==> config.mk <==
export PLATFORM = sky130hd
export DESIGN_NAME = firebird7_in_gate1_tessent_tdr_obs_ctl_w19
export DESIGN_NICKNAME = d
export VERILOG_FILES = /design/src/rtl/firebird7_in_gate1_tdr_pkg.sv /design/src/rtl/firebird7_in_gate1_tessent_tdr_obs_ctl_w19.sv
export SDC_FILE = /design/constraint.sdc
export NUM_CORES = 1
export LEC_CHECK = 0
export BUFFER_PORTS_ARGS = -buffer_cell sky130_fd_sc_hd__buf_2
export CORE_ASPECT_RATIO = 0.75
export CORE_MARGIN = 1.5
export CORE_UTILIZATION = 50
export DETAILED_ROUTE_END_ITERATION = 7
export PLACE_DENSITY = 0.86
export SYNTH_ARGS = -nofsm -noshare
export SYNTH_HDL_FRONTEND = slang
export SYNTH_SLANG_ARGS = --single-unit
==> constraint.sdc <==
create_clock -name ijtag_tck -period 1.3 [get_ports ijtag_tck]
set_clock_uncertainty 0.05 [all_clocks]
set_input_delay 0.13 -clock ijtag_tck [delete_from_list [all_inputs] [get_ports ijtag_tck]]
set_output_delay 0.13 -clock ijtag_tck [all_outputs]
set_load 0.01 [all_outputs]
==> src/rtl/firebird7_in_gate1_tdr_pkg.sv <==
// Shared scan-segment layout for the gate1 observation/control TDR.
// Bit 0 is the select, bit 1 the capture mode, and the data field starts at bit 2.
package firebird7_in_gate1_tdr_pkg;

  localparam int TDR_SEL_BIT  = 0;
  localparam int TDR_MODE_BIT = 1;
  localparam int TDR_DATA_LSB = 2;

  function automatic int tdr_len(input int width);
    return width + 2;
  endfunction

endpackage

==> src/rtl/firebird7_in_gate1_tessent_tdr_obs_ctl_w19.sv <==
// Leaf IJTAG TDR: drives select/data of the gate1 data mux and captures the mux output
// (or reads back its own update register) for shifting out on a WIDTH+2 bit segment.
module firebird7_in_gate1_tessent_tdr_obs_ctl_w19
  import firebird7_in_gate1_tdr_pkg::*;
#(
  parameter int   WIDTH     = 19,
  parameter logic RESET_SEL = 1'b0
) (
  input  logic             ijtag_tck,
  input  logic             ijtag_reset,
  input  logic             ijtag_sel,
  input  logic             ijtag_ce,
  input  logic             ijtag_se,
  input  logic             ijtag_ue,
  input  logic             ijtag_si,
  output logic             ijtag_so,
  input  logic [WIDTH-1:0] observed_data,
  output logic             ijtag_select,
  output logic [WIDTH-1:0] ijtag_data_out,
  output logic             capture_mode
);

  localparam int LEN = tdr_len(WIDTH);

  logic [LEN-1:0] sr_q, sr_d;
  logic [LEN-1:0] ur_q, ur_d;

  // Capture takes priority over shift when both enables are high.
  always_comb begin
    sr_d = sr_q;
    if (ijtag_sel) begin
      if (ijtag_ce) begin
        sr_d[TDR_SEL_BIT]            = ur_q[TDR_SEL_BIT];
        sr_d[TDR_MODE_BIT]           = ur_q[TDR_MODE_BIT];
        sr_d[LEN-1:TDR_DATA_LSB]     = ur_q[TDR_MODE_BIT] ? ur_q[LEN-1:TDR_DATA_LSB]
                                                          : observed_data;
      end else if (ijtag_se) begin
        sr_d = {ijtag_si, sr_q[LEN-1:1]};
      end
    end
  end

  // Update copies the pre-edge shift register, so it may overlap a shift or capture.
  always_comb begin
    ur_d = ur_q;
    if (ijtag_sel && ijtag_ue) begin
      ur_d = sr_q;
    end
  end

  always_ff @(posedge ijtag_tck or negedge ijtag_reset) begin
    if (!ijtag_reset) begin
      sr_q <= '0;
    end else begin
      sr_q <= sr_d;
    end
  end

  always_ff @(posedge ijtag_tck or negedge ijtag_reset) begin
    if (!ijtag_reset) begin
      ur_q              <= '0;
      ur_q[TDR_SEL_BIT] <= RESET_SEL;
    end else begin
      ur_q <= ur_d;
    end
  end

  assign ijtag_so       = sr_q[TDR_SEL_BIT];
  assign ijtag_select   = ur_q[TDR_SEL_BIT];
  assign capture_mode   = ur_q[TDR_MODE_BIT];
  assign ijtag_data_out = ur_q[LEN-1:TDR_DATA_LSB];

endmodule

Word-level counts from Yosys, hierarchy flattened:

Index checks and enable logic that the tools add are counted.

* register bits after elaboration: 42
* input port bits: 26
* output and inout bits: 22

* mux-type cells: 3
* reductions and logical operators: 3

Operator list (count)
* $mux W21: 2
* $mux W19: 1
* $reduce_and A2 Y1: 1
* $reduce_bool A2 Y1: 1
* $logic_and A1 B1 Y1: 1

Logic depth before layout (Yosys ltp):

Gate-level depths: netlist (run 1).

* depth in word-level cells: 2
* gate-level depth with buffers: 5
* mapped depth without buffers: 3

Least setup slack after synthesis (run 1):

Ideal clock, no wire load.

* path type: flip-flop to flip-flop
* start: reg ur_q[1]
* end: reg sr_q[16]
* setup time: 0.064 ns
* arrival time: 1.107 ns
* data required time: 1.186 ns
* slack: 0.079 ns
* cell stages (with the launch flop): 6
* period minus slack after synthesis: 1.221 ns
* cell sequence: dfrtp_1 buf_6 buf_12 mux2i_1 a211oi_1 a21o_1

* word-level cells in the longest chain between the ends: 2

RTL lines
* from (decl): line firebird7_in_gate1_tessent_tdr_obs_ctl_w19.sv:26 `logic [LEN-1:0] ur_q, ur_d;`
* from (signal assigned): line firebird7_in_gate1_tessent_tdr_obs_ctl_w19.sv:64 `ur_q <= ur_d;`
* $mux W19: line firebird7_in_gate1_tessent_tdr_obs_ctl_w19.sv:35 `sr_d[LEN-1:TDR_DATA_LSB] = ur_q[TDR_MODE_BIT] ? ur_q[LEN-1:TDR_DATA_LSB]`
* $mux W21: line firebird7_in_gate1_tessent_tdr_obs_ctl_w19.sv:32 `if (ijtag_ce) begin`
* to (signal assigned): line firebird7_in_gate1_tessent_tdr_obs_ctl_w19.sv:55 `sr_q <= sr_d;`
* to (decl): line firebird7_in_gate1_tessent_tdr_obs_ctl_w19.sv:25 `logic [LEN-1:0] sr_q, sr_d;`

No other way between the ends.
A chain may end at the register's enable or synchronous reset.

Worst setup path after layout (run 1):

* start: reg ur_q[1]
* end: reg sr_q[5]

Same word-level chain as after synthesis.

==> run summary, run 1 <==
status = finished, final reports clean
Inserted Diodes = 0
gr usage total = 0.1899
Critical Path Start = ur_q[1]$_DFFE_PN0P_
Area Growth Syn to Fin = 20.32%
final net count = 234
Vias/cell = 5.342
Max FO, Critical Path = 7
postcts setup bufs = 0
Clk pin slew, worst setup/hold paths = 0.07 ns
crit path buf inv count = 1
hpwl dp = 2441 µm
maximum clock rate = 800.0 MHz
Top Ports = 48
Leak = 1.227 nW
Post-DRT Antenna Nets = 0
Ys Warns = 0
Critical Path Sink Type = flip-flop
WP data arrival = 1.38 ns
CTS tree = built
share of post-route cells with drive strength above 1 = 0.3942
GRT overflow = 0
Mean Syn Cell Area = 12.50 µm²
Crit Path Class = reg2reg
final setup violation count = 0
Seq cells post-synth = 42
clk buf depth = 2
number of port buffers = 47
post-cts sizing count = 0
Max-slew headroom = 0.8311
final cell count without fillers = 260
Critical Path Source Type = flip-flop
final WL = 3741 µm
final hold vios = 0
largest net degree at the start of global routing = 43
core area = 3756 µm²
CTS Buf Count = 5
Max-cap violations = 0
Fill cells = 316
Clock Tree Root = clkbuf_8
Die W = 76.27 µm
dpl cells = 252
Synth Instances = 161
CTS H-Tree Depth = 2
synth unique cells = 13
period utilisation layout = 0.9616
number of global-route vias before repair = 1380
first-pass GRT wire length = 6527 µm
routed vias = 1389
Period minus WS final = 1.250 ns
Max Transition Viols Final = 0
critical path's largest stage delay = 0.40 ns
clock latency on the worst-skew pair = 0.29 ns
initial antenna violation count = 0
Die ar. = 4420 µm²
Syn Std Cell Area = 2013 µm²
critical path's top delay family = flip-flops
PwrDens = 1693 nW/µm²
worst-margin pin slew = 0.2519 ns
Initial Utilization = 0.5360
initial DRC count = 78
crit-path cells = buf_4 -> mux2i_1 -> a211oi_1 -> a21o_1
worst path required time = 1.43 ns
Cell Rows = 19
RSZ-0062 raised after global routing = yes
WL per Instance = 14.39 µm
DRC = 0
Die Span Y = 57.95 µm
total power = 0.004100 W
sequential fraction of the synthesis area = 0.5221
hold_sp = ijtag_si
GP Congestion = 0.7263
Slowest cell on crit path = dfrtp_1
RR Startpoint = ur_q[1]$_DFFE_PN0P_
CTS Sinks = 42
HP Class = in2reg
DRT Pass-1 Iters = 4
Synth Net Count = 187
peak supply drop = 0.7183 mV
state kept, by name (all words and copies together), names as in the netlist:
signal and flops:
sr_q 21, ur_q 21
per-layer routing:
layer	GRT usage	up-vias	wire length, µm	share of wire
met3	0.04409	5	119	0.032
met1	0.2364	685	1719	0.46
met2	0.3316	23	1857	0.50
met5	0	-	0	0
met4	0.06614	0	46	0.012
li1	-	676	-	-
final cells by class:
type | count | area (µm²) | area share
clock inverters | 1 | 30.03 | 0.01240
multi-input cells | 105 | 840.8 | 0.3471
clock buffers | 6 | 82.58 | 0.03409
well taps | 52 | 65.06 | 0.02686
flip-flops and latches | 42 | 1051 | 0.4339
repair buffers | 54 | 352.8 | 0.1457
layout by cell type (no fill, tap or decap):
master,netlist,layout
buf_2,8,47
o21ai_4,1,1
nand2_1,3,3
bufinv_16,0,1
buf_12,2,5
clkbuf_8,0,6
o21ai_0,2,2
mux2i_1,21,21
dlygate4sd3_1,0,1
a211oi_1,19,19
mux2_2,21,21
dfrtp_1,42,42
a21o_1,19,19
nor2_1,19,19
buf_4,1,1
cells in the mapped netlist, drive strengths merged:
cell type  count  area, µm²
mux2i         21      210.2
buf           14      121.4
a21o          19      142.6
nor2          19      71.32
mux2          21      236.5
nand2          3      11.26
o21ai          3      26.28
a211oi        19      142.6
dfrtp         42       1051
metrics by stage:
| stage | instance area (µm²) | util | setup TNS [ns] | setup WS, ns | hold WS (ns) |
|---|---|---|---|---|---|
| after floorplan | 2013 | - | 0 | 0.07907 | -0.2156 |
| after global placement | 2300 | 0.6123 | 0 | 0.1395 | 0.06677 |
| after detailed placement | 2300 | 0.6123 | 0 | 0.05679 | 0.06914 |
| after CTS | 2422 | 0.6449 | 0 | 0.03466 | 0.2043 |
| after global routing | 2422 | 0.6449 | -0.02987 | -0.01431 | 0.2260 |
| final | 2422 | 0.6449 | 0 | 0.04994 | 0.2048 |
tightest hold or removal path, cell delays in order:
cell	delay, ns
buf_2	0.09
nor2_1	0.07
a211oi_1	0.05
a21o_1	0.16
path summary, 6_finish.rpt:
check | depth (start not counted) | end | slack [ns]
worst min register to register | 1 | sr_q[9]$_DFFE_PN0P_ | 0.46
worst min-delay path | 4 | sr_q[20]$_DFFE_PN0P_ | 0.20
min in group asynchronous | 3 | ur_q[19]$_DFFE_PN0P_ | 0.29
worst max-delay path | 4 | sr_q[5]$_DFFE_PN0P_ | 0.05
worst max register to register | 4 | sr_q[5]$_DFFE_PN0P_ | 0.05
max in group asynchronous | 3 | sr_q[8]$_DFFE_PN0P_ | 0.71
timing repair:
| action | CTS | global route |
|---|---|---|
| setup endpoints to repair | 0 | 4 |
| hold endpoints to repair | 42 | 0 |
| hold buffers | 1 | 0 |
where the power goes:
group	switching, W	internal [W]	leakage, nW	total, W
sequential	0.000250	0.00163	0.517	0.00188
combinational	0.000548	0.000638	0.654	0.00119
clock	0.000417	0.000614	0.0573	0.00103
total	0.00121	0.00289	1.23	0.00410
kinds of logic after synthesis:
group,after synthesis,share of synthesized area
AOI/OAI and AO/OA,41,0.1548
buffers and inverters,14,0.06029
DFF,42,0.5221
muxes,42,0.2219
and+or+nand+nor,22,0.04102
Note: power is estimated with default switching activity, not from simulation.
==> inputs of run 2 (changes only) <==
--- a/constraint.sdc
+++ b/constraint.sdc
@@ -4,2 +4,2 @@
 set_output_delay 0.13 -clock ijtag_tck [all_outputs]
-set_load 0.01 [all_outputs]
+set_load 0.05 [all_outputs]
==> run summary, run 2 (synthesis gave the netlist of run 1 again) <==
gr usage total = 0.1821 (-0.007755)
period utilisation layout = 0.9646 (+0.002978)
maximum clock rate = 797.5 MHz (-0.31%)
Cell Rows = 19 (unchanged)
Inserted Diodes = 0 (unchanged)
commonest non-fill, non-tap cells in the layout = 46 x buf_2, 41 x dfrtp_1, 21 x mux2i_1, 21 x mux2_2
final net count = 235 (+0.43%)
GP Congestion = 0.7079 (-2.5%)
Top Ports = 48 (unchanged)
Crit Path Class = reg2out
part of the power in the clock network = 0.184 (-0.067)
status = finished, final reports clean
hpwl dp = 2492 µm (+2.1%)
worst path required time = 1.12 ns (-0.31 ns)
Critical Path Source Type = flip-flop
final setup violation count = 0 (unchanged)
Leak = 1.226 nW (-0.13%)
Clk pin slew, worst setup/hold paths = 0.08 ns (about the same)
number of global-route vias before repair = 1379 (-0.072%)
CTS Buf Count = 5 (unchanged)
first-pass GRT wire length = 6258 µm (-4.1%)
Gate power share = 0.403 (+0.114)
Vias/cell = 5.340 (about the same)
DRT Pass-1 Iters = 6 (+2)
Fill cells = 297 (-6.0%)
pre-CTS setup slack = 0.1175 ns (+0.06069 ns)
Initial Utilization = 0.5360 (unchanged)
biggest regs = sr_q x21, ur_q x21
internal power = 0.002741 W (-5.0%)
core area = 3756 µm² (unchanged)
Max FO, Critical Path = 9 (+2)
CTS tree = built
postcts setup bufs = 0 (unchanged)
GR Layer Usage met3 = 0.04567 (+0.001575)
Max Transition Viols Final = 0 (unchanged)
largest net degree at the start of global routing = 43 (unchanged)
DRC = 0 (unchanged)
number of port buffers = 47 (unchanged)
Max-cap violations = 0 (unchanged)
Period minus WS final = 1.254 ns (+0.003872 ns)
Die Span Y = 57.95 µm (unchanged)
GRT overflow = 0 (unchanged)
Post-DRT Antenna Nets = 0 (unchanged)
Seq pwr share = 0.413 (-0.046)
final hold vios = 0 (unchanged)
Switch Pwr = 0.001826 W (+50%)
share of post-route cells with drive strength above 1 = 0.4000 (+0.005769)
routed vias = 1399 (+0.72%)
CTS H-Tree Depth = 2 (unchanged)
Die W = 76.27 µm (unchanged)
Die ar. = 4420 µm² (unchanged)
WP data arrival = 1.07 ns (-0.31 ns)
PwrDens = 1883 nW/µm² (+11%)
GR peak layer = met2
grt met2 use = 0.3036 (-0.02806)
commonest non-fill, non-tap cell in the layout = buf_2
initial antenna violation count = 0 (unchanged)
RSZ-0062 raised after global routing = no
Critical Path Sink Type = output pin
peak supply drop = 0.8772 mV (+22%)
CTS Sinks = 42 (unchanged)
Sw Share = 0.3999 (+0.1037)
Area Growth Syn to Fin = 20.45%
grt met1 use = 0.2316 (-0.004814)
PnR worst setup slack = 0.04607 ns (-0.003872 ns)
fin util = 0.6456 (+0.0006670)
Clock Tree Root = clkbuf_8
clk buf depth = 2 (unchanged)
clock latency on the worst-skew pair = 0.29 ns (about the same)
initial DRC count = 73 (-6.4%)
final WL = 3634 µm (-2.9%)
HP Class = in2reg
Max-slew headroom = 0.7738 (-0.05725)
WL per Instance = 13.87 µm (-3.6%)
worst-margin pin slew = 0.3393 ns (+0.08740 ns)
## run 2: timing repair
| action | 4_1_cts | 5_1_grt |
|---|---|---|
| gates resized for setup | 1 | 0 |
| hold buffers | 1 | 0 |
| hold endpoints to repair | 30 | 0 |
| setup endpoints to repair | 1 | 0 |
## run 2: routing by layer
metal | wire length, µm | share of wire
met1 | 1664 | 0.46
met2 | 1784 | 0.49
met3 | 128 | 0.035
met4 | 57 | 0.016
met5 | 0 | 0
## run 2: area by class of cell
class	instances	area, µm²	area share
clock buffers	7	86.33	0.03560
clock inverters	1	5.005	0.002064
multi-input cells	105	840.8	0.3467
flip-flops and latches	42	1052	0.4340
well taps	52	65.06	0.02683
repair buffers	55	375.4	0.1548
## run 2: through the flow
stage	setup TNS (ns)	std cells	power, W	hold slack (ns)	instance area (µm²)
after floorplan	-1.116	161	0.003334	-0.2156	2014
after global placement	0	253	0.003711	-0.003777	2321
after detailed placement	0	253	0.003757	-0.001244	2321
after CTS	0	262	0.004612	0.1921	2425
after global routing	0	262	0.004817	0.2087	2425
final	0	262	0.004567	0.1999	2425
## run 2: power by group through the flow
stage,clock network (W),logic [W],registers (W)
finish,0.000841,0.00184,0.00188
global route,0.000931,0.00195,0.00193
CTS,0.000867,0.00186,0.00189
detailed placement,0,0.00185,0.00191
global placement,0,0.00181,0.00190
floorplan,0,0.000766,0.00257
## run 2: worst paths after layout
check                                        to  slack [ns]           startpoint  cells after the start
setup / recovery                   capture_mode        0.05  ur_q[1]$_DFFE_PN0P_                      2
hold / removal             sr_q[20]$_DFFE_PN0P_        0.20             ijtag_si                      4
setup reg to reg           sr_q[15]$_DFFE_PN0P_        0.10  ur_q[1]$_DFFE_PN0P_                      4
hold reg to reg             sr_q[8]$_DFFE_PN0P_        0.45  sr_q[8]$_DFFE_PN0P_                      1
max in group asynchronous   ur_q[1]$_DFFE_PN0P_        0.47          ijtag_reset                      3
min in group asynchronous  ur_q[18]$_DFFE_PN0P_        0.24          ijtag_reset                      2
## run 2: worst max-delay path: stages (launching register included)
cell and delay (ns):
dfrtp_2 0.44, buf_12 0.16, buf_4 0.18
